`config.mk`:
```
export PLATFORM = sky130hd
export DESIGN_NAME = multiplier
export DESIGN_NICKNAME = d
export VERILOG_FILES = /design/src/rtl/multiplier.sv
export SDC_FILE = /design/constraint.sdc
export NUM_CORES = 1
export LEC_CHECK = 0
export CAP_MARGIN = 20
export CORE_MARGIN = 1
export CORE_UTILIZATION = 45
export DETAILED_ROUTE_END_ITERATION = 8
export GPL_TIMING_DRIVEN = 0
export HOLD_SLACK_MARGIN = 0.08
export PLACE_DENSITY_LB_ADDON = 0.3
export RECOVER_POWER = 25
export SLEW_MARGIN = 20
export SYNTH_ARGS = -nofsm -noshare
export SYNTH_HDL_FRONTEND = slang
export SYNTH_SLANG_ARGS = --single-unit
```
`constraint.sdc`:
```
create_clock -name clk -period 7.5 [get_ports clk]
set_clock_uncertainty 0.15 [all_clocks]
set_input_delay 1.125 -clock clk [delete_from_list [all_inputs] [get_ports clk]]
set_output_delay 1.125 -clock clk [all_outputs]
set_load 0.02 [all_outputs]
```
`src/rtl/multiplier.sv`:
```
// Sequential RV32M multiplier (MUL/MULH/MULHSU/MULHU): radix-2 shift-add over operand magnitudes, then sign fixup.
// Latency: 34 cycles from accepted start to done pulse; one operation per 35 cycles.
// Backpressure: busy is high outside IDLE, start is ignored (not queued) while busy, flush aborts to IDLE.
module multiplier #(
  parameter int WIDTH = 32
) (
  input  logic             clk,
  input  logic             rst_n,
  input  logic             start,
  input  logic             flush,
  input  logic [1:0]       funct,
  input  logic [WIDTH-1:0] a,
  input  logic [WIDTH-1:0] b,
  output logic             busy,
  output logic             done,
  output logic [WIDTH-1:0] f
);

  localparam int CW = $clog2(WIDTH);
  localparam logic [CW-1:0] LAST_CNT = CW'(WIDTH - 1);

  typedef enum logic [1:0] {
    S_IDLE  = 2'd0,
    S_CALC  = 2'd1,
    S_FIXUP = 2'd2,
    S_DONE  = 2'd3
  } state_e;

  state_e             state_q, state_d;
  logic [2*WIDTH-1:0] acc_q, acc_d;
  logic [WIDTH-1:0]   ma_q, ma_d;
  logic [WIDTH-1:0]   mb_q, mb_d;
  logic [CW-1:0]      cnt_q, cnt_d;
  logic               neg_q, neg_d;
  logic [1:0]         funct_q, funct_d;
  logic [WIDTH-1:0]   f_q, f_d;

  logic               a_signed, b_signed, a_neg, b_neg;
  logic [WIDTH:0]     sum;
  logic [2*WIDTH-1:0] prod;

  // State register
  always_ff @(posedge clk or negedge rst_n) begin
    if (!rst_n) state_q <= S_IDLE;
    else        state_q <= state_d;
  end

  // Next-state logic; flush wins over start and over normal progression
  always_comb begin
    state_d = state_q;
    unique case (state_q)
      S_IDLE:  if (start && !flush) state_d = S_CALC;
      S_CALC:  if (flush) state_d = S_IDLE;
               else if (cnt_q == LAST_CNT) state_d = S_FIXUP;
      S_FIXUP: state_d = flush ? S_IDLE : S_DONE;
      S_DONE:  state_d = S_IDLE;
      default: state_d = S_IDLE;
    endcase
  end

  // Outputs decoded from registered state only, so no path from start to busy
  always_comb begin
    busy = (state_q != S_IDLE);
    done = (state_q == S_DONE);
    f    = f_q;
  end

  // Datapath next-state: operand capture, shift-add step, sign fixup
  always_comb begin
    a_signed = (funct != 2'b11);
    b_signed = !funct[1];
    a_neg    = a_signed && a[WIDTH-1];
    b_neg    = b_signed && b[WIDTH-1];
    // the carry out of the upper-half add becomes the new MSB after the shift
    sum      = {1'b0, acc_q[2*WIDTH-1:WIDTH]} + {1'b0, (mb_q[0] ? ma_q : '0)};
    prod     = neg_q ? -acc_q : acc_q;

    acc_d   = acc_q;
    ma_d    = ma_q;
    mb_d    = mb_q;
    cnt_d   = cnt_q;
    neg_d   = neg_q;
    funct_d = funct_q;
    f_d     = f_q;

    unique case (state_q)
      S_IDLE: begin
        if (start && !flush) begin
          funct_d = funct;
          neg_d   = a_neg ^ b_neg;
          ma_d    = a_neg ? -a : a;   // 0x80000000 stays 2^31 as an unsigned magnitude
          mb_d    = b_neg ? -b : b;
          acc_d   = '0;
          cnt_d   = '0;
        end
      end
      S_CALC: begin
        acc_d = {sum, acc_q[WIDTH-1:1]};
        mb_d  = mb_q >> 1;
        cnt_d = cnt_q + 1'b1;
      end
      S_FIXUP: begin
        if (!flush) f_d = (funct_q == 2'b00) ? prod[WIDTH-1:0] : prod[2*WIDTH-1:WIDTH];
      end
      default: ;
    endcase
  end

  // Datapath registers
  always_ff @(posedge clk or negedge rst_n) begin
    if (!rst_n) begin
      acc_q   <= '0;
      ma_q    <= '0;
      mb_q    <= '0;
      cnt_q   <= '0;
      neg_q   <= 1'b0;
      funct_q <= 2'b00;
      f_q     <= '0;
    end else begin
      acc_q   <= acc_d;
      ma_q    <= ma_d;
      mb_q    <= mb_d;
      cnt_q   <= cnt_d;
      neg_q   <= neg_d;
      funct_q <= funct_d;
      f_q     <= f_d;
    end
  end

endmodule
```
==> metrics.log, run 1 <==
[metrics] outcome: complete, but fails checks
[metrics] violations in the final reports: max-capacitance violations, max-slew violations
[metrics] fillers: 2333
[metrics] final cell count without fillers: 1810
[metrics] cell count after synthesis: 1349
[metrics] clock period minus final worst setup slack: 4.618 ns
[metrics] count of synthesis-stage warnings from yosys: 0
[metrics] cell area power density: 283.9 nW/um^2
[metrics] share of synthesized area occupied by flip-flops and latches: 0.3785
[metrics] Final Hold Viols: 0
[metrics] area of placed instances: 12720 um^2
[metrics] Max stage delay on crit path: 2.89 ns
[metrics] Clock Sink Count: 170
[metrics] cell-by-cell listing of the critical path: clkbuf_1
[metrics] placer's final routability congestion estimate: 0.9455
[metrics] Cells after DPL: 1778
[metrics] number of global-route vias before repair: 10096
[metrics] syn nets: 1457
[metrics] commonest register cell after synthesis: sky130_fd_sc_hd__dfrtp_1
[metrics] height of the die: 160.0 um
[metrics] total CTS buffers: 17
[metrics] CTS Hold Buffers Added: 0
[metrics] total core area: 24390 um^2
[metrics] final setup vio count: 0
[metrics] detailed router's first-iteration violation count: 774
[metrics] total wire length after detailed routing: 33270 um
[metrics] Bufs and invs on worst path: 1
[metrics] number of maximum-capacitance constraint violations: 1
[metrics] growth of design area from synthesis to finish: 18.48%
[metrics] category of the worst setup path capture point: asynchronous set/reset pin
[metrics] number of nets in the layout: 1581
[metrics] average size of a mapped cell: 8.332 um^2
[metrics] CTS tree: built
[metrics] final design utilization: 0.5460
[metrics] die width: 160.0 um
[metrics] Initial Util: 0.4608
[metrics] post-detailed-route count of antenna-violating nets: 0
[metrics] post-detailed-route via-to-cell ratio: 5.839
[metrics] setup repair bufs after CTS: 0
[metrics] RSZ-0062 raised after global routing: no
[metrics] Final Power: 3.780 mW
[metrics] Port-buffer cells: 103
[metrics] slew at the pin with the worst max-slew slack: 4.166 ns
[metrics] number of buffers on the longest clock path: 2
[metrics] cell area after layout: 13320 um^2
[metrics] final critical-path setup slack: 2.882 ns
[metrics] first drt pass iteration count: 6
[metrics] detailed-route DRC error count: 0
[metrics] placement row count: 57
[metrics] worst slack, placed: 3.674 ns
[metrics] master of the slowest instance on the critical path: sky130_fd_sc_hd__clkbuf_1
[metrics] EDFF count, synth: 0
[metrics] total number of vias: 10569
[metrics] relative slew slack: -1.777
[metrics] flip-flop and latch count after synthesis: 170
[metrics] netlist area before placement: 11240 um^2
[metrics] Fmax: 0.2165 GHz
[metrics] final-report max-slew violation count: 76
[metrics] Global Route Usage Sum: 0.2682
[metrics] library cells used by synthesis: 68
[metrics] sum of overflow across all layers after global routing: 0
[metrics] Final Cycle Share: 0.6158
[metrics] Antenna Diode Count: 0
[metrics] share of async-settable or async-resettable flops after synthesis: 1.000
[metrics] Worst Path Required: 6.93 ns
[metrics] clock input transition at the sequential cells of the worst setup and hold paths: 0.07 ns
[metrics] number of gates given a new drive strength after cts: 0
[metrics] total I/O pin count: 104
[metrics] Clock H-tree levels: 4
[metrics] WS Path Type: in2async
[metrics] Clk Tree Root Cell: sky130_fd_sc_hd__clkbuf_16
[metrics] placed wire-length estimate after detailed placement: 25740 um
[metrics] Leakage: 5.625 nW
[metrics] category of cells accounting for the largest share of critical-path delay: buffers and inverters
[metrics] die outline area: 25610 um^2
[metrics] worst vdd rail ir drop: 0.0001773 V
[metrics] critical-path maximum fanout: 76
[metrics] class of the tightest hold or removal check: reg2reg
[metrics] fraction of layout instances using a drive strength above 1: 0.04240
[metrics] Critical Path Start Type: input port
[metrics] global-route wire length before repair: 54140 um
[metrics] insertion delay to the later sink of the worst-skew pair: 0.45 ns
[metrics] critical path data arrival time: 4.05 ns
[metrics] routed wirelength normalized by instance count: 18.38 um
[metrics] antenna violations before repair: 0
[metrics] largest net degree at the start of global routing: 96
==> synth_stat cells, drive strengths merged, types with 4 or more instances <==
| library cell | instances | share of area |
|---|---|---|
| and2 | 37 | 0.021 |
| nand2b | 10 | 0.0056 |
| or3 | 19 | 0.012 |
| a21o | 17 | 0.011 |
| buf | 8 | 0.0035 |
| o41ai | 11 | 0.0086 |
| nand4 | 18 | 0.010 |
| o211ai | 5 | 0.0033 |
| o221ai | 4 | 0.0031 |
| ha | 37 | 0.041 |
| nor3 | 36 | 0.016 |
| o21bai | 4 | 0.0027 |
| a21oi | 67 | 0.030 |
| inv | 20 | 0.0067 |
| a21boi | 4 | 0.0027 |
| nor4 | 12 | 0.0067 |
| o21ai | 199 | 0.089 |
| nand3 | 36 | 0.016 |
| a211oi | 8 | 0.0053 |
| xor2 | 60 | 0.047 |
| o31ai | 31 | 0.021 |
| o22ai | 4 | 0.0022 |
| or4 | 11 | 0.0083 |
| clkbuf | 71 | 0.024 |
| and3 | 9 | 0.0050 |
| nor3b | 4 | 0.0027 |
| dfrtp | 170 | 0.38 |
| or2 | 12 | 0.0067 |
| nand2 | 190 | 0.063 |
| mux2i | 7 | 0.0062 |
| a31oi | 9 | 0.0050 |
| a22oi | 36 | 0.024 |
| xnor2 | 72 | 0.056 |
| nor2 | 71 | 0.024 |
==> report_power, final <==
group          internal (mW)  switching [mW]
Sequential              1.11           0.258
Clock                  0.451           0.446
Combinational          0.610           0.906
Total                   2.17            1.61
==> final cells by class <==
cell class / count / area [um^2] / area share
clock buffer: 17 / 425.4 / 0.03195
multi-input combinational: 1080 / 6610 / 0.4964
sequential: 170 / 4254 / 0.3195
inverter: 20 / 75.07 / 0.005638
buffer: 79 / 305.3 / 0.02293
tap: 324 / 405.4 / 0.03044
timing repair buffer: 105 / 1060 / 0.07958
clock inverter: 15 / 181.4 / 0.01362
==> registers in the layout (all words and copies together), names as in the netlist <==
name and flops:
acc_q 64, f 32, ma_q 32, mb_q 32, cnt_q 5, funct_q 2
state_q 2, neg_q 1
==> cells in the final DEF, fill, tap and decap left out, types with 10 or more instances in the layout <==
master / instances
sky130_fd_sc_hd__a21o_1: 17
sky130_fd_sc_hd__a21oi_1: 67
sky130_fd_sc_hd__a22oi_1: 36
sky130_fd_sc_hd__and2_1: 37
sky130_fd_sc_hd__clkbuf_1: 72
sky130_fd_sc_hd__clkbuf_16: 17
sky130_fd_sc_hd__clkdlybuf4s50_1: 102
sky130_fd_sc_hd__dfrtp_1: 170
sky130_fd_sc_hd__ha_1: 37
sky130_fd_sc_hd__inv_1: 20
sky130_fd_sc_hd__nand2_1: 190
sky130_fd_sc_hd__nand2b_1: 10
sky130_fd_sc_hd__nand3_1: 36
sky130_fd_sc_hd__nand4_1: 18
sky130_fd_sc_hd__nor2_1: 71
sky130_fd_sc_hd__nor3_1: 36
sky130_fd_sc_hd__nor4_1: 12
sky130_fd_sc_hd__o21ai_0: 195
sky130_fd_sc_hd__o31ai_1: 30
sky130_fd_sc_hd__o41ai_1: 11
sky130_fd_sc_hd__or2_2: 11
sky130_fd_sc_hd__or3_1: 13
sky130_fd_sc_hd__xnor2_1: 72
sky130_fd_sc_hd__xor2_1: 60
==> per-stage QoR <==
step,setup TNS (ns),hold WS [ns]
floorplan,0,0.2918
global placement,-303.31,0.3043
detailed placement,0,0.3121
CTS,0,0.3283
global route,0,0.3534
finish,0,0.3228
==> path summary, 6_finish.rpt <==
kind	start	to	slack, ns	cells past startpoint
min reg2reg	ma_q[31]	ma_q[31]	0.32	2
max	rst_n	f[29]	2.88	1
max in group clk	acc_q[0]	f[28]	3.81	11
min	ma_q[31]	ma_q[31]	0.32	2
max reg2reg	acc_q[0]	f[28]	3.81	11
min in group asynchronous	rst_n	acc_q[12]	2.00	1
==> routing by layer <==
| layer | routed length (um) | share of wire | vias to the layer above | GRT usage |
|---|---|---|---|---|
| li1 | - | - | 5108 | - |
| met1 | 15040 | 0.45 | 5014 | 0.3629 |
| met2 | 15540 | 0.47 | 389 | 0.4383 |
| met3 | 1868 | 0.056 | 58 | 0.03429 |
| met4 | 821 | 0.025 | 0 | 0.1000 |
| met5 | 0 | 0 | - | 0 |
==> logic make-up (layout without fill, tap and decap cells) <==
kind of cell / Yosys count / count (layout) / share of synthesized area
adders and majority gates: 38 / 38 / 0.04297
xor gates and xnor gates: 132 / 132 / 0.1029
buffers and inverters: 99 / 236 / 0.03384
muxes: 7 / 7 / 0.006234
AOI/OAI and AO/OA: 427 / 427 / 0.2313
DFF: 170 / 170 / 0.3785
and+or+nand+nor: 476 / 476 / 0.2043
==> worst register-to-register path, delay by kind of cell, from the launching register on <==
| family | cells | cell delay, ns |
|---|---|---|
| buffers and inverters | 2 | 0.28 |
| and+or+nand+nor | 5 | 2.08 |
| AOI/OAI and AO/OA | 3 | 0.48 |
| DFF | 1 | 0.41 |
| adders and majority gates | 1 | 0.21 |
No activity file was read; power rests on OpenSTA's default activity.
==> run 2, diff against run 1 <==
==> constraint.sdc (replaced) <==
create_clock -name clk -period 3.7 [get_ports clk]
set_clock_uncertainty 0.15 [all_clocks]
set_input_delay 0.555 -clock clk [delete_from_list [all_inputs] [get_ports clk]]
set_output_delay 0.555 -clock clk [all_outputs]
set_load 0.02 [all_outputs]
==> run 2 against run 1 <==
  * The run still ends with max-capacitance violations, max-slew violations left
  * Critical path depth grew 8
  * Highest routed layer unchanged
  * Worst setup slack worse by 2.8 ns
  * Largest cell class unchanged
  * Power is 100% higher
  * Clock power grew 100%
  * Design area is 0.33% higher
  * Critical path type is now reg2reg
  * Routed wire length rose by 0.38%
  * Utilization up 0.18 points
  * Clock-buffer cell count unchanged
  * Register-to-register slack worse by 3.7 ns
==> metrics.log, run 2 (synthesized netlist as in run 1, its figures left out) <==
[metrics] clock period minus final worst setup slack: 3.621 ns
[metrics] worst vdd rail ir drop: 0.0003614 V (+100%)
[metrics] relative slew slack: -0.2726 (+1.505)
[metrics] final critical-path setup slack: 0.07857 ns (-2.803 ns)
[metrics] die outline area: 25610 um^2 (unchanged)
[metrics] largest net degree at the start of global routing: 96 (unchanged)
[metrics] fraction of layout instances using a drive strength above 1: 0.05111 (+0.008714)
[metrics] fillers: 2329 (-0.17%)
[metrics] clock input transition at the sequential cells of the worst setup and hold paths: 0.07 ns (about the same)
[metrics] total CTS buffers: 17 (unchanged)
[metrics] number of buffers on the longest clock path: 2 (unchanged)
[metrics] Antenna Diode Count: 0 (unchanged)
[metrics] growth of design area from synthesis to finish: 18.87%
[metrics] global-route wire length before repair: 54140 um (unchanged)
[metrics] outcome: complete, but fails checks
[metrics] global-route track usage on met2: 0.4383 (unchanged)
[metrics] final setup vio count: 0 (unchanged)
[metrics] met3 usage: 0.03429 (unchanged)
[metrics] placer's final routability congestion estimate: 0.9455 (unchanged)
[metrics] sw frac: 0.4269 (+0.001093)
[metrics] violations in the final reports: max-capacitance violations, max-slew violations
[metrics] Port-buffer cells: 103 (unchanged)
[metrics] WS Path Type: reg2reg
[metrics] final cell count without fillers: 1811 (+0.055%)
[metrics] insertion delay to the later sink of the worst-skew pair: 0.45 ns (about the same)
[metrics] net switching power of the design: 3.283 mW (+100%)
[metrics] worst hold slack: 0.3231 ns (+0.0003120 ns)
[metrics] Final Power: 7.689 mW (+100%)
[metrics] number of maximum-capacitance constraint violations: 1 (unchanged)
[metrics] category of the worst setup path capture point: flop
[metrics] placement row count: 57 (unchanged)
[metrics] critical-path maximum fanout: 7 (-91%)
[metrics] Setup TNS: 0 ns (unchanged)
[metrics] total number of vias: 10567 (-0.019%)
[metrics] CTS tree: built
[metrics] Clock H-tree levels: 4 (unchanged)
[metrics] met1 Track Usage GR: 0.3629 (unchanged)
[metrics] internal power of the cells: 4.406 mW (+100%)
[metrics] final-report max-slew violation count: 77 (+1.3%)
[metrics] critical path data arrival time: 3.85 ns (-0.20 ns)
[metrics] slew at the pin with the worst max-slew slack: 1.909 ns (-2.257 ns)
[metrics] flip-flop count of the largest register, all copies and words added: 64 (unchanged)
[metrics] RSZ-0062 raised after global routing: yes
[metrics] Final Hold Viols: 0 (unchanged)
[metrics] Comb pwr share: 0.402 (about the same)
[metrics] total I/O pin count: 104 (unchanged)
[metrics] total core area: 24390 um^2 (unchanged)
[metrics] routed wirelength normalized by instance count: 18.44 um (+0.32%)
[metrics] Clock Sink Count: 170 (unchanged)
[metrics] sum of overflow across all layers after global routing: 0 (unchanged)
[metrics] Reg with most FFs: acc_q
[metrics] number of nets in the layout: 1582 (+0.063%)
[metrics] post-detailed-route via-to-cell ratio: 5.835 (about the same)
[metrics] Worst Path Required: 3.93 ns (-3.00 ns)
[metrics] highest-count cells in the layout ignoring fill and taps: sky130_fd_sc_hd__o21ai_0 (195), sky130_fd_sc_hd__nand2_1 (190), sky130_fd_sc_hd__dfrtp_1 (169), sky130_fd_sc_hd__clkdlybuf4s50_1 (102), sky130_fd_sc_hd__xnor2_1 (72)
[metrics] most common cell after layout, fill and taps aside: sky130_fd_sc_hd__o21ai_0
[metrics] height of the die: 160.0 um (unchanged)
[metrics] layer with the highest usage after global routing: met2
[metrics] Fmax: 0.2761 GHz
[metrics] antenna violations before repair: 0 (unchanged)
[metrics] clock network power share: 0.237 (about the same)
[metrics] share of power burned in registers: 0.361 (about the same)
[metrics] final design utilization: 0.5478 (+0.001795)
[metrics] cell area power density: 575.5 nW/um^2 (+100%)
[metrics] detailed router's first-iteration violation count: 769 (-0.65%)
[metrics] Clk Tree Root Cell: sky130_fd_sc_hd__clkbuf_16
[metrics] die width: 160.0 um (unchanged)
[metrics] cell area after layout: 13360 um^2 (+0.33%)
[metrics] first drt pass iteration count: 7 (+1)
[metrics] post-detailed-route count of antenna-violating nets: 0 (unchanged)
[metrics] Leakage: 5.631 nW (+0.10%)
[metrics] total wire length after detailed routing: 33400 um (+0.38%)
[metrics] Final Cycle Share: 0.9788
[metrics] Global Route Usage Sum: 0.2682 (unchanged)
[metrics] worst slack, placed: 0.08884 ns (-3.585 ns)
[metrics] placed wire-length estimate after detailed placement: 25740 um (unchanged)
[metrics] area of placed instances: 12720 um^2 (unchanged)
[metrics] Initial Util: 0.4608 (unchanged)
[metrics] number of global-route vias before repair: 10096 (unchanged)
[metrics] detailed-route DRC error count: 0 (unchanged)
[metrics] Cells after DPL: 1778 (unchanged)
[metrics] Critical Path Start Type: flop
[metrics] class of the tightest hold or removal check: reg2reg
==> run 2: changes by cell type in the layout (fill, tap and decap cells not counted), moves of 2 or more <==
| cell | delta |
|---|---|
| sky130_fd_sc_hd__nor3_2 | +2 |
| sky130_fd_sc_hd__clkbuf_2 | +3 |
| sky130_fd_sc_hd__clkbuf_1 | -3 |
| sky130_fd_sc_hd__nor3_1 | -2 |
==> run 2: what timing repair did <==
action / CTS / global route
hold buffers: 1 / 0
setup buffers: 0 / 0
setup endpoints to repair: 0 / 18
hold endpoints to repair: 75 / 0
resized for setup: 0 / 14
==> run 2: worst paths after layout <==
path | endpoint | slack [ns] | from | depth (start not counted)
setup / recovery | f[28] | 0.08 | acc_q[12] | 9
hold / removal | ma_q[31] | 0.32 | ma_q[31] | 2
setup reg to reg | f[28] | 0.08 | acc_q[12] | 9
hold reg to reg | ma_q[31] | 0.32 | ma_q[31] | 2
max in group asynchronous | ma_q[20] | 0.71 | rst_n | 3
min in group asynchronous | acc_q[12] | 1.03 | rst_n | 2
==> run 2: power by group through the flow <==
| stage | Combinational (mW) | Sequential, mW | Clock, mW |
|---|---|---|---|
| after floorplan | 2.16 | 2.63 | 0 |
| after global placement | 2.97 | 2.78 | 0 |
| after detailed placement | 3.02 | 2.79 | 0 |
| after CTS | 3.03 | 2.75 | 1.83 |
| after global routing | 3.43 | 2.82 | 1.91 |
| final | 3.09 | 2.78 | 1.82 |
==> run 2: area by class of cell <==
cell class | instances | area (um^2) | share of cell area
Timing Repair Buffer | 106 | 1055 | 0.07895
Tap cell | 324 | 405.4 | 0.03034
Inverter | 20 | 75.07 | 0.005619
Clock buffer | 17 | 425.4 | 0.03184
Buffer | 79 | 307.8 | 0.02304
Multi-Input combinational cell | 1080 | 6655 | 0.4981
Sequential cell | 170 | 4255 | 0.3185
Clock inverter | 15 | 181.4 | 0.01358
==> run 2: worst max-delay path, stage by stage, from the launching register on <==
cell                       delay [ns]
sky130_fd_sc_hd__dfrtp_2         0.45
sky130_fd_sc_hd__or4_4           0.56
sky130_fd_sc_hd__or4b_1          0.50
sky130_fd_sc_hd__or4_4           0.50
sky130_fd_sc_hd__or4_4           0.54
sky130_fd_sc_hd__buf_6           0.16
sky130_fd_sc_hd__o311ai_2        0.24
sky130_fd_sc_hd__o21ai_1         0.10
sky130_fd_sc_hd__nor3_1          0.22
sky130_fd_sc_hd__a221o_1         0.14
==> run 2: layer usage <==
layer | share of wire | vias up
met2 | 0.47 | 356
li1 | - | 5108
met4 | 0.028 | 0
met5 | 0 | -
met3 | 0.051 | 57
met1 | 0.45 | 5046
==> run 3, diff against run 2 <==
--- a/config.mk
+++ b/config.mk
@@ -11,7 +11,7 @@
 export DETAILED_ROUTE_END_ITERATION = 8
 export GPL_TIMING_DRIVEN = 0
 export HOLD_SLACK_MARGIN = 0.08
-export PLACE_DENSITY_LB_ADDON = 0.3
+export PLACE_DENSITY = 0.67
 export RECOVER_POWER = 25
 export SLEW_MARGIN = 20
 export SYNTH_ARGS = -nofsm -noshare
==> run 3 against run 2 <==
  * The run still ends with max-capacitance violations, max-slew violations left
  * Combinational power about the same
  * Via count down 0.26%
  * Non-clock buffer count unchanged
  * Global-route usage down 0.25 points
  * Critical path depth unchanged
  * Routed wire length up 0.26%
  * Final cell count unchanged
  * Die area unchanged
  * Largest power group unchanged
==> metrics.log, run 3 (synthesized netlist as in run 1, its figures left out) <==
[metrics] detailed router's first-iteration violation count: 741 (-3.6%)
[metrics] cell area power density: 577.9 nW/um^2 (+0.42%)
[metrics] clock input transition at the sequential cells of the worst setup and hold paths: 0.07 ns (about the same)
[metrics] number of maximum-capacitance constraint violations: 1 (unchanged)
[metrics] Final Hold Viols: 0 (unchanged)
[metrics] Clk Tree Root Cell: sky130_fd_sc_hd__clkbuf_16
[metrics] final critical-path setup slack: 0.1109 ns (+0.03231 ns)
[metrics] CTS tree: built
[metrics] Cells after DPL: 1778 (unchanged)
[metrics] layer with the highest usage after global routing: met2
[metrics] critical path data arrival time: 3.82 ns (-0.03 ns)
[metrics] final setup vio count: 0 (unchanged)
[metrics] clock period minus final worst setup slack: 3.589 ns (-0.03231 ns)
[metrics] placer's final routability congestion estimate: 0.9277 (-1.9%)
[metrics] worst vdd rail ir drop: 0.0003483 V (-3.6%)
[metrics] flip-flop count of the largest register, all copies and words added: 64 (unchanged)
[metrics] final cell count without fillers: 1811 (unchanged)
[metrics] Clock H-tree levels: 4 (unchanged)
[metrics] Reg with most FFs: acc_q
[metrics] placement row count: 57 (unchanged)
[metrics] total core area: 24390 um^2 (unchanged)
[metrics] global-route wire length before repair: 53800 um (-0.64%)
[metrics] slew at the pin with the worst max-slew slack: 2.366 ns (+0.4569 ns)
[metrics] die width: 160.0 um (unchanged)
[metrics] detailed-route DRC error count: 0 (unchanged)
[metrics] total wire length after detailed routing: 33490 um (+0.26%)
[metrics] Global Route Usage Sum: 0.2657 (-0.002488)
[metrics] Final Power: 7.718 mW (+0.38%)
[metrics] Final Cycle Share: 0.9700 (-0.008732)
[metrics] number of global-route vias before repair: 9979 (-1.2%)
[metrics] post-detailed-route via-to-cell ratio: 5.820 (-0.26%)
[metrics] Critical Path Start Type: flop
[metrics] growth of design area from synthesis to finish: 18.82% (about the same)
[metrics] number of buffers on the longest clock path: 2 (unchanged)
[metrics] met3 usage: 0.04234 (+0.008052)
[metrics] worst slack, placed: 0.01747 ns (-0.07137 ns)
[metrics] total I/O pin count: 104 (unchanged)
[metrics] placed wire-length estimate after detailed placement: 25770 um (about the same)
[metrics] Initial Util: 0.4608 (unchanged)
[metrics] insertion delay to the later sink of the worst-skew pair: 0.44 ns (about the same)
[metrics] WS Path Type: reg2reg
[metrics] height of the die: 160.0 um (unchanged)
[metrics] total CTS buffers: 17 (unchanged)
[metrics] fraction of layout instances using a drive strength above 1: 0.04775 (-0.003362)
[metrics] antenna violations before repair: 0 (unchanged)
[metrics] number of nets in the layout: 1582 (unchanged)
[metrics] final design utilization: 0.5476 (about the same)
[metrics] post-detailed-route count of antenna-violating nets: 0 (unchanged)
[metrics] first drt pass iteration count: 6 (-1)
[metrics] die outline area: 25610 um^2 (unchanged)
[metrics] Fmax: 0.2786 GHz (+0.90%)
[metrics] most common cell after layout, fill and taps aside: sky130_fd_sc_hd__o21ai_0
[metrics] Antenna Diode Count: 0 (unchanged)
[metrics] relative slew slack: -0.5773 (-0.3046)
[metrics] category of the worst setup path capture point: flop
[metrics] critical-path maximum fanout: 7 (unchanged)
[metrics] met1 Track Usage GR: 0.3603 (-0.002647)
[metrics] RSZ-0062 raised after global routing: no
[metrics] Port-buffer cells: 103 (unchanged)
[metrics] Worst Path Required: 3.93 ns (about the same)
[metrics] sum of overflow across all layers after global routing: 0 (unchanged)
[metrics] final-report max-slew violation count: 95 (+23%)
[metrics] violations in the final reports: max-capacitance violations, max-slew violations
[metrics] Leakage: 5.640 nW (+0.16%)
[metrics] largest net degree at the start of global routing: 96 (unchanged)
[metrics] fillers: 2328 (-0.043%)
[metrics] global-route track usage on met2: 0.4253 (-0.01304)
[metrics] Clock Sink Count: 170 (unchanged)
[metrics] highest-count cells in the layout ignoring fill and taps: sky130_fd_sc_hd__o21ai_0 (195), sky130_fd_sc_hd__nand2_1 (190), sky130_fd_sc_hd__dfrtp_1 (170), sky130_fd_sc_hd__clkdlybuf4s50_1 (102), sky130_fd_sc_hd__xnor2_1 (72)
[metrics] class of the tightest hold or removal check: reg2reg
[metrics] routed wirelength normalized by instance count: 18.49 um (+0.26%)
[metrics] outcome: complete, but fails checks
[metrics] worst hold slack: 0.3295 ns (+0.006422 ns)
[metrics] total number of vias: 10540 (-0.26%)
## run 3: cell count changes in the layout (fill, tap and decap cells not counted), sizes merged
| cell | change |
|---|---|
| clkinvlp | +2 |
| bufinv | +2 |
| clkinv | -5 |
| clkbuf | +3 |
| inv | -2 |
## run 3: power breakdown
part	leakage, nW	total (mW)	switching (mW)	internal [mW]
Sequential	2.22	2.77	0.523	2.25
Combinational	3.13	3.10	1.85	1.25
Clock	0.289	1.84	0.804	1.04
## run 3: cell type report
| class | instances | area [um^2] | share of cell area |
|---|---|---|---|
| sequential | 170 | 4254 | 0.3185 |
| timing repair buffer | 106 | 1071 | 0.08020 |
| multi-input combinational | 1080 | 6645 | 0.4976 |
| buffer | 79 | 307.8 | 0.02305 |
| tap | 324 | 405.4 | 0.03035 |
| inverter | 20 | 75.07 | 0.005621 |
| clock buffer | 20 | 456.7 | 0.03420 |
| clock inverter | 12 | 140.1 | 0.01049 |
## run 3: what timing repair did
item | in CTS | in global routing
buffers inserted | 0 | 0
hold endpoints to repair | 94 | 0
gates resized for setup | 0 | 10
endpoints found under the setup margin | 0 | 18
hold buffers | 1 | 0
## run 3: critical path, cell delays in order (launching register included)
cell	delay, ns
sky130_fd_sc_hd__dfrtp_1	0.44
sky130_fd_sc_hd__or4_4	0.58
sky130_fd_sc_hd__or4b_1	0.47
sky130_fd_sc_hd__or4_4	0.50
sky130_fd_sc_hd__or4_4	0.54
sky130_fd_sc_hd__buf_6	0.15
sky130_fd_sc_hd__o311ai_2	0.25
sky130_fd_sc_hd__o21ai_1	0.10
sky130_fd_sc_hd__nor3_1	0.21
sky130_fd_sc_hd__a221o_1	0.13
## run 3: worst paths after layout
path / from / endpoint / slack (ns) / cells past startpoint
worst max-delay path: acc_q[12] / f[28] / 0.11 / 9
worst min-delay path: ma_q[4] / ma_q[4] / 0.33 / 2
worst max register to register: acc_q[12] / f[28] / 0.11 / 9
worst min register to register: ma_q[4] / ma_q[4] / 0.33 / 2
max in group asynchronous: rst_n / acc_q[63] / 0.78 / 2
min in group asynchronous: rst_n / acc_q[17] / 1.21 / 2
## run 3: metal layers
layer | vias to the layer above | wire length, um
met2 | 349 | 15390
met5 | - | 0
met1 | 5021 | 15110
met4 | 0 | 1056
li1 | 5111 | -
met3 | 59 | 1921
## run 3: metrics by stage
step           TNS (ns)  area [um^2]
2_1_floorplan         0        11240
3_3_place_gp    -865.68        12680
3_5_place_dp          0        12720
4_1_cts               0        13330
5_1_grt               0        13360
6_report              0        13360
==> RTL change 1, RTL diff (settings of run 3) <==
The parameter `WIDTH` goes from 32 to 64.
--- a/src/rtl/multiplier.sv
+++ b/src/rtl/multiplier.sv
@@ -3,5 +3,5 @@
 // Backpressure: busy is high outside IDLE, start is ignored (not queued) while busy, flush aborts to IDLE.
 module multiplier #(
-  parameter int WIDTH = 32
+  parameter int WIDTH = 64
 ) (
   input  logic             clk,
Interface: changed (resized a, b and f); port bits go from 104 to 200. The function was not compared with the original's and may differ.
==> RTL change 1 against run 3 <==
The run ends with negative setup slack left; sequential cell count is 161 higher; sequential power is 110% higher; maximum frequency down 4.7%; routed wire length rose to 2.9 times the old value; combinational power rose to 2.8 times the old value; setup slack worse by 0.18 ns; critical path type unchanged; cell area increased by 120%; power up 140%; highest routed layer unchanged; area after synthesis increased by 100%.
==> RTL change 1: results (changes against run 3) <==
Outcome
  – Run status: finished, violations left (unchanged)
  – Failing checks: negative setup slack (was max-capacitance violations, max-slew violations)

Setup path
  – Worst R2R Start: acc_q[44] (was acc_q[12])
  – Max stage delay on crit path: 0.56 ns (was 0.58 ns)
  – R2R cell count: 10 (was 9)

Final layout
  – Nets: 3352 (was 1582)
  – Max reg flops: 128 (was 64)
  – Non-filler instance count after layout: 3851 (was 1811)

Routing
  – DR iter-0 viols: 2019 (was 741)
  – DR pass1 iterations: 5 (was 6)
  – DR vias: 23600 (was 10500)

Place
  – Pre-CTS setup slack: -1.28 ns (was 0.0175 ns)
  – HPWL after detailed placement: 73500 µm (was 25800 µm)
  – I/O Buffers: 199 (was 103)

Synthesis
  – Synth cell types: 78 (was 68)
  – Synthesized Nets: 3047 (was 1457)
  – Syn Area/Cell: 8.07 µm² (was 8.33 µm²)
  – Synth top cells by count: 476 x nand2_1, 413 x o21ai_0, 331 x dfrtp_1, 178 x xor2_1, 157 x clkbuf_1 (was 195 x o21ai_0, 190 x nand2_1, 170 x dfrtp_1, 72 x xnor2_1)
  – Synth Area in Adders: 3.80% (was 4.30%)

Clock network
  – Htree depth: 2 (was 4)
  – TritonCTS Buffers: 40 (was 17)
  – Clock Latency Late Sink: 0.58 ns (was 0.44 ns)
  – Post-CTS sizing: 172 (was 0)

Global routing
  – Vias in the first global route: 22700 (was 9979)
  – Grt met2 use: 58.2% (was 42.5%)
  – Largest net degree at the start of global routing: 99 (was 96)
  – Met1 Track Usage GR: 47.4% (was 36.0%)
  – Met3 usage: 4.34% (was 4.23%)

Worst hold path
  – Worst Hold End: mb_q[26] (was ma_q[4])
  – Worst hold-check path type: in -> reg (was reg -> reg)

STA
  – Slew HR: 0.958% (was -57.7%)
  – Final worst slack: -0.0647 ns (was 0.111 ns)
  – Final setup fails: 8 (was 0)
  – Fin. max-slew vios: 0 (was 95)

Power
  – Peak supply drop: 0.000398 V (was 0.000348 V)
-- RTL change 1: final cells by class --
class	instances	area [µm²]
fillers	4531	20900
multi-input cells	2317	15300
flip-flops and latches	331	8300
repair buffers	280	2690
clock buffers	53	1140
well taps	672	841
plain buffers	149	604
clock inverters	19	246
inverters	30	113
-- RTL change 1: power by group through the flow --
stage | sequential (µW) | combinational (µW) | clock (µW)
floorplan | 5200 | 4440 | 0
global placement | 5710 | 7080 | 0
detailed placement | 5730 | 7110 | 0
CTS | 5690 | 7940 | 4210
global route | 5870 | 9230 | 4350
finish | 5820 | 8660 | 4180
-- RTL change 1: metrics by stage --
step / total power (µW) / TNS [ns] / area, µm²
after global placement: 12800 / -4321.61 / 25800
after floorplan: 9630 / 0 / 22900
after detailed placement: 12800 / -81.62 / 25900
after CTS: 17800 / -0.497 / 28400
final: 18700 / -0.283 / 29200
after global routing: 19400 / -1.05 / 29200
==> RTL change 2, RTL diff (flow settings as in run 3) <==
Without the edit above. Take the reset off `ma_q`, `mb_q` and `f_q` and load them in a clocked block of their own.
--- a/src/rtl/multiplier.sv
+++ b/src/rtl/multiplier.sv
@@ -111,20 +111,20 @@
     if (!rst_n) begin
       acc_q   <= '0;
-      ma_q    <= '0;
-      mb_q    <= '0;
       cnt_q   <= '0;
       neg_q   <= 1'b0;
       funct_q <= 2'b00;
-      f_q     <= '0;
     end else begin
       acc_q   <= acc_d;
-      ma_q    <= ma_d;
-      mb_q    <= mb_d;
       cnt_q   <= cnt_d;
       neg_q   <= neg_d;
       funct_q <= funct_d;
-      f_q     <= f_d;
     end
   end
 
+  always_ff @(posedge clk) begin
+    ma_q <= ma_d;
+    mb_q <= mb_d;
+    f_q  <= f_d;
+  end
+
 endmodule
Check against the original RTL: no difference found for any inputs over 10 cycles, from zero or initial values and one cycle with rst_n low; that may be too few to reach the edited logic, so the function may still have changed.
==> RTL change 2 against run 3 <==
The flow still finishes with violations (max-capacitance violations, max-slew violations); setup slack worse by 0.0098 ns; power is 6.8% lower; routed wire length fell by 13%; cell area is 1.5% lower; area after synthesis down 1.7%; utilization grew 0.62 points; sequential cell count stayed put; via count decreased by 11%; cell count fell by 9.6%; sequential power shrank 3%; critical endpoint is now f[22]; largest power group is now registers.
==> RTL change 2: results (changes against run 3) <==
Outcome
  – Run status: finished, violations left (unchanged)
  – Failing checks: max-capacitance violations, max-slew violations (unchanged)

Setup path
  – CP max FO: 8 (was 7)
  – Crit path capture: f[22] (was f[28])
  – CP delay by family, top: simple AND/OR/NAND/NOR gates (unchanged)
  – Terminus of the critical flop-to-flop path: f[22] (was f[28])
  – Max stage delay on crit path: 0.63 ns (was 0.58 ns)
  – R2R cell count: 8 (was 9)
  – Worst EP arrival: 3.63 ns (was 3.82 ns)
  – CP max-delay cell: o41ai_1 (was or4_4)

Synthesis
  – Synth top cells by count: 147 x nand2_1, 117 x o21ai_0, 96 x edfxtp_1, 74 x dfrtp_1, 74 x xor2_1 (was 195 x o21ai_0, 190 x nand2_1, 170 x dfrtp_1, 72 x xnor2_1)
  – Seq/Total Area, Yosys: 42.9% (was 37.8%)
  – Syn. warnings: 0 (unchanged)
  – EDFF count, synth: 96 (was 0)
  – Cells after Synth: 1177 (was 1349)
  – Synth cell types: 64 (was 68)
  – Synthesized Nets: 1285 (was 1457)
  – Async SR Flop Fraction: 43.5% (was 100%)
  – Synth top area cells: edfxtp_1 26%, dfrtp_1 17%, xor2_1 5.9% (was dfrtp_1 38%, o21ai_0 8.7%, nand2_1 6.3%)

Worst hold path
  – Worst hold-check path type: reg -> reg (unchanged)
  – Hold Startpoint: mb_q[16] (was ma_q[4])
  – Worst Hold End: mb_q[15] (was ma_q[4])

Power
  – Leakage power total: 0.00521 µW (was 0.00564 µW)
  – Peak supply drop: 0.000286 V (was 0.000348 V)
  – Cell Int Power: 4370 µW (was 4540 µW)

STA
  – Fin. max-slew vios: 38 (was 95)
  – Slew HR: -48.6% (was -57.7%)
  – Hold Slack: 0.377 ns (was 0.329 ns)

Routing
  – Routed wire length: 29300 µm (was 33500 µm)
  – WL met2: 13400 µm (was 15400 µm)
  – DR iter-0 viols: 752 (was 741)
  – WL met1: 13900 µm (was 15100 µm)
  – DR vias: 9340 (was 10500)
  – WL met3: 1480 µm (was 1920 µm)
  – DR pass1 iterations: 5 (was 6)
  – DR WL/cell: 17.9 µm (was 18.5 µm)

Place
  – Placed cell count: 1603 (was 1778)
  – Placed standard-cell area: 12600 µm² (was 12700 µm²)
  – Routability-driven placement congestion ratio: 0.956 (was 0.928)
  – HPWL after detailed placement: 22500 µm (was 25800 µm)

Final layout
  – Layout filler cell count: 2146 (was 2328)
  – Nets: 1413 (was 1582)
  – Layout cells sized above 1: 4.70% (was 4.77%)

Global routing
  – Met3 usage: 4.27% (was 4.23%)
  – Grt met2 use: 38.6% (was 42.5%)
  – Total GRT Usage: 24.4% (was 26.6%)
  – First-pass GRT wire length: 47000 µm (was 53800 µm)
  – Vias in the first global route: 8759 (was 9979)
  – Largest net degree at the start of global routing: 39 (was 96)
  – Met1 Track Usage GR: 34.4% (was 36.0%)

Clock network
  – Htree depth: 4 (unchanged)

Run
  – Max cap viols: 1 (unchanged)
RTL change 2: cell types whose count changed in the layout (fill, tap and decap cells not counted), moves of 8 or more:
cell,delta
dfrtp_1,-96
edfxtp_1,+96
or4_1,+11
nand2_1,-43
nand2b_1,+8
nand4_1,-10
o21ai_0,-78
clkbuf_1,-14
nor2_1,-22
nand3_1,-8
a22o_1,+30
a22oi_1,-34
xor2_1,+14
RTL change 2: kinds of logic (layout without fill, tap and decap cells):
logic type      count (synthesis)  after routing  synth area share (%)
compound gates                346            346                  20.3
xor+xnor                      141            141                  11.2
fa+ha+maj                      38             38                  4.37
buf+inv                        88            229                  3.00
flops                         170            170                  42.9
mux                             7              7                 0.657
simple gates                  387            387                  17.6
RTL change 2: per-stage QoR:
| step | worst slack, ns | utilization, % |
|---|---|---|
| after floorplan | 0.516 | - |
| after global placement | -0.733 | 52.5 |
| after detailed placement | 0.0131 | 52.9 |
| after CTS | 0.0260 | 55.4 |
| after global routing | 0.00541 | 55.4 |
| final | 0.101 | 55.4 |
RTL change 2: area by class of cell:
class / instances / area (µm²) / area share [%]
plain buffers: 63 / 241 / 1.84
repair buffers: 109 / 1110 / 8.41
clock buffers: 18 / 429 / 3.26
inverters: 25 / 93.8 / 0.713
flip-flops and latches: 170 / 4730 / 36.0
clock inverters: 14 / 159 / 1.21
well taps: 319 / 399 / 3.03
multi-input cells: 919 / 5990 / 45.5
RTL change 2: repair_timing:
action,CTS,global route
endpoints found under the setup margin,1,11
hold buffers,1,0
endpoints found under the hold margin,37,0
pin swaps,0,1
setup buffers,0,1
resized for setup,1,6
RTL change 2: power groups by stage:
stage	registers (µW)	logic [µW]	clock network [µW]
final	2700	2660	1830
after global routing	2730	2940	1930
after CTS	2690	2620	1850
after detailed placement	2720	2610	0
after global placement	2720	2580	0
after floorplan	2580	1880	0
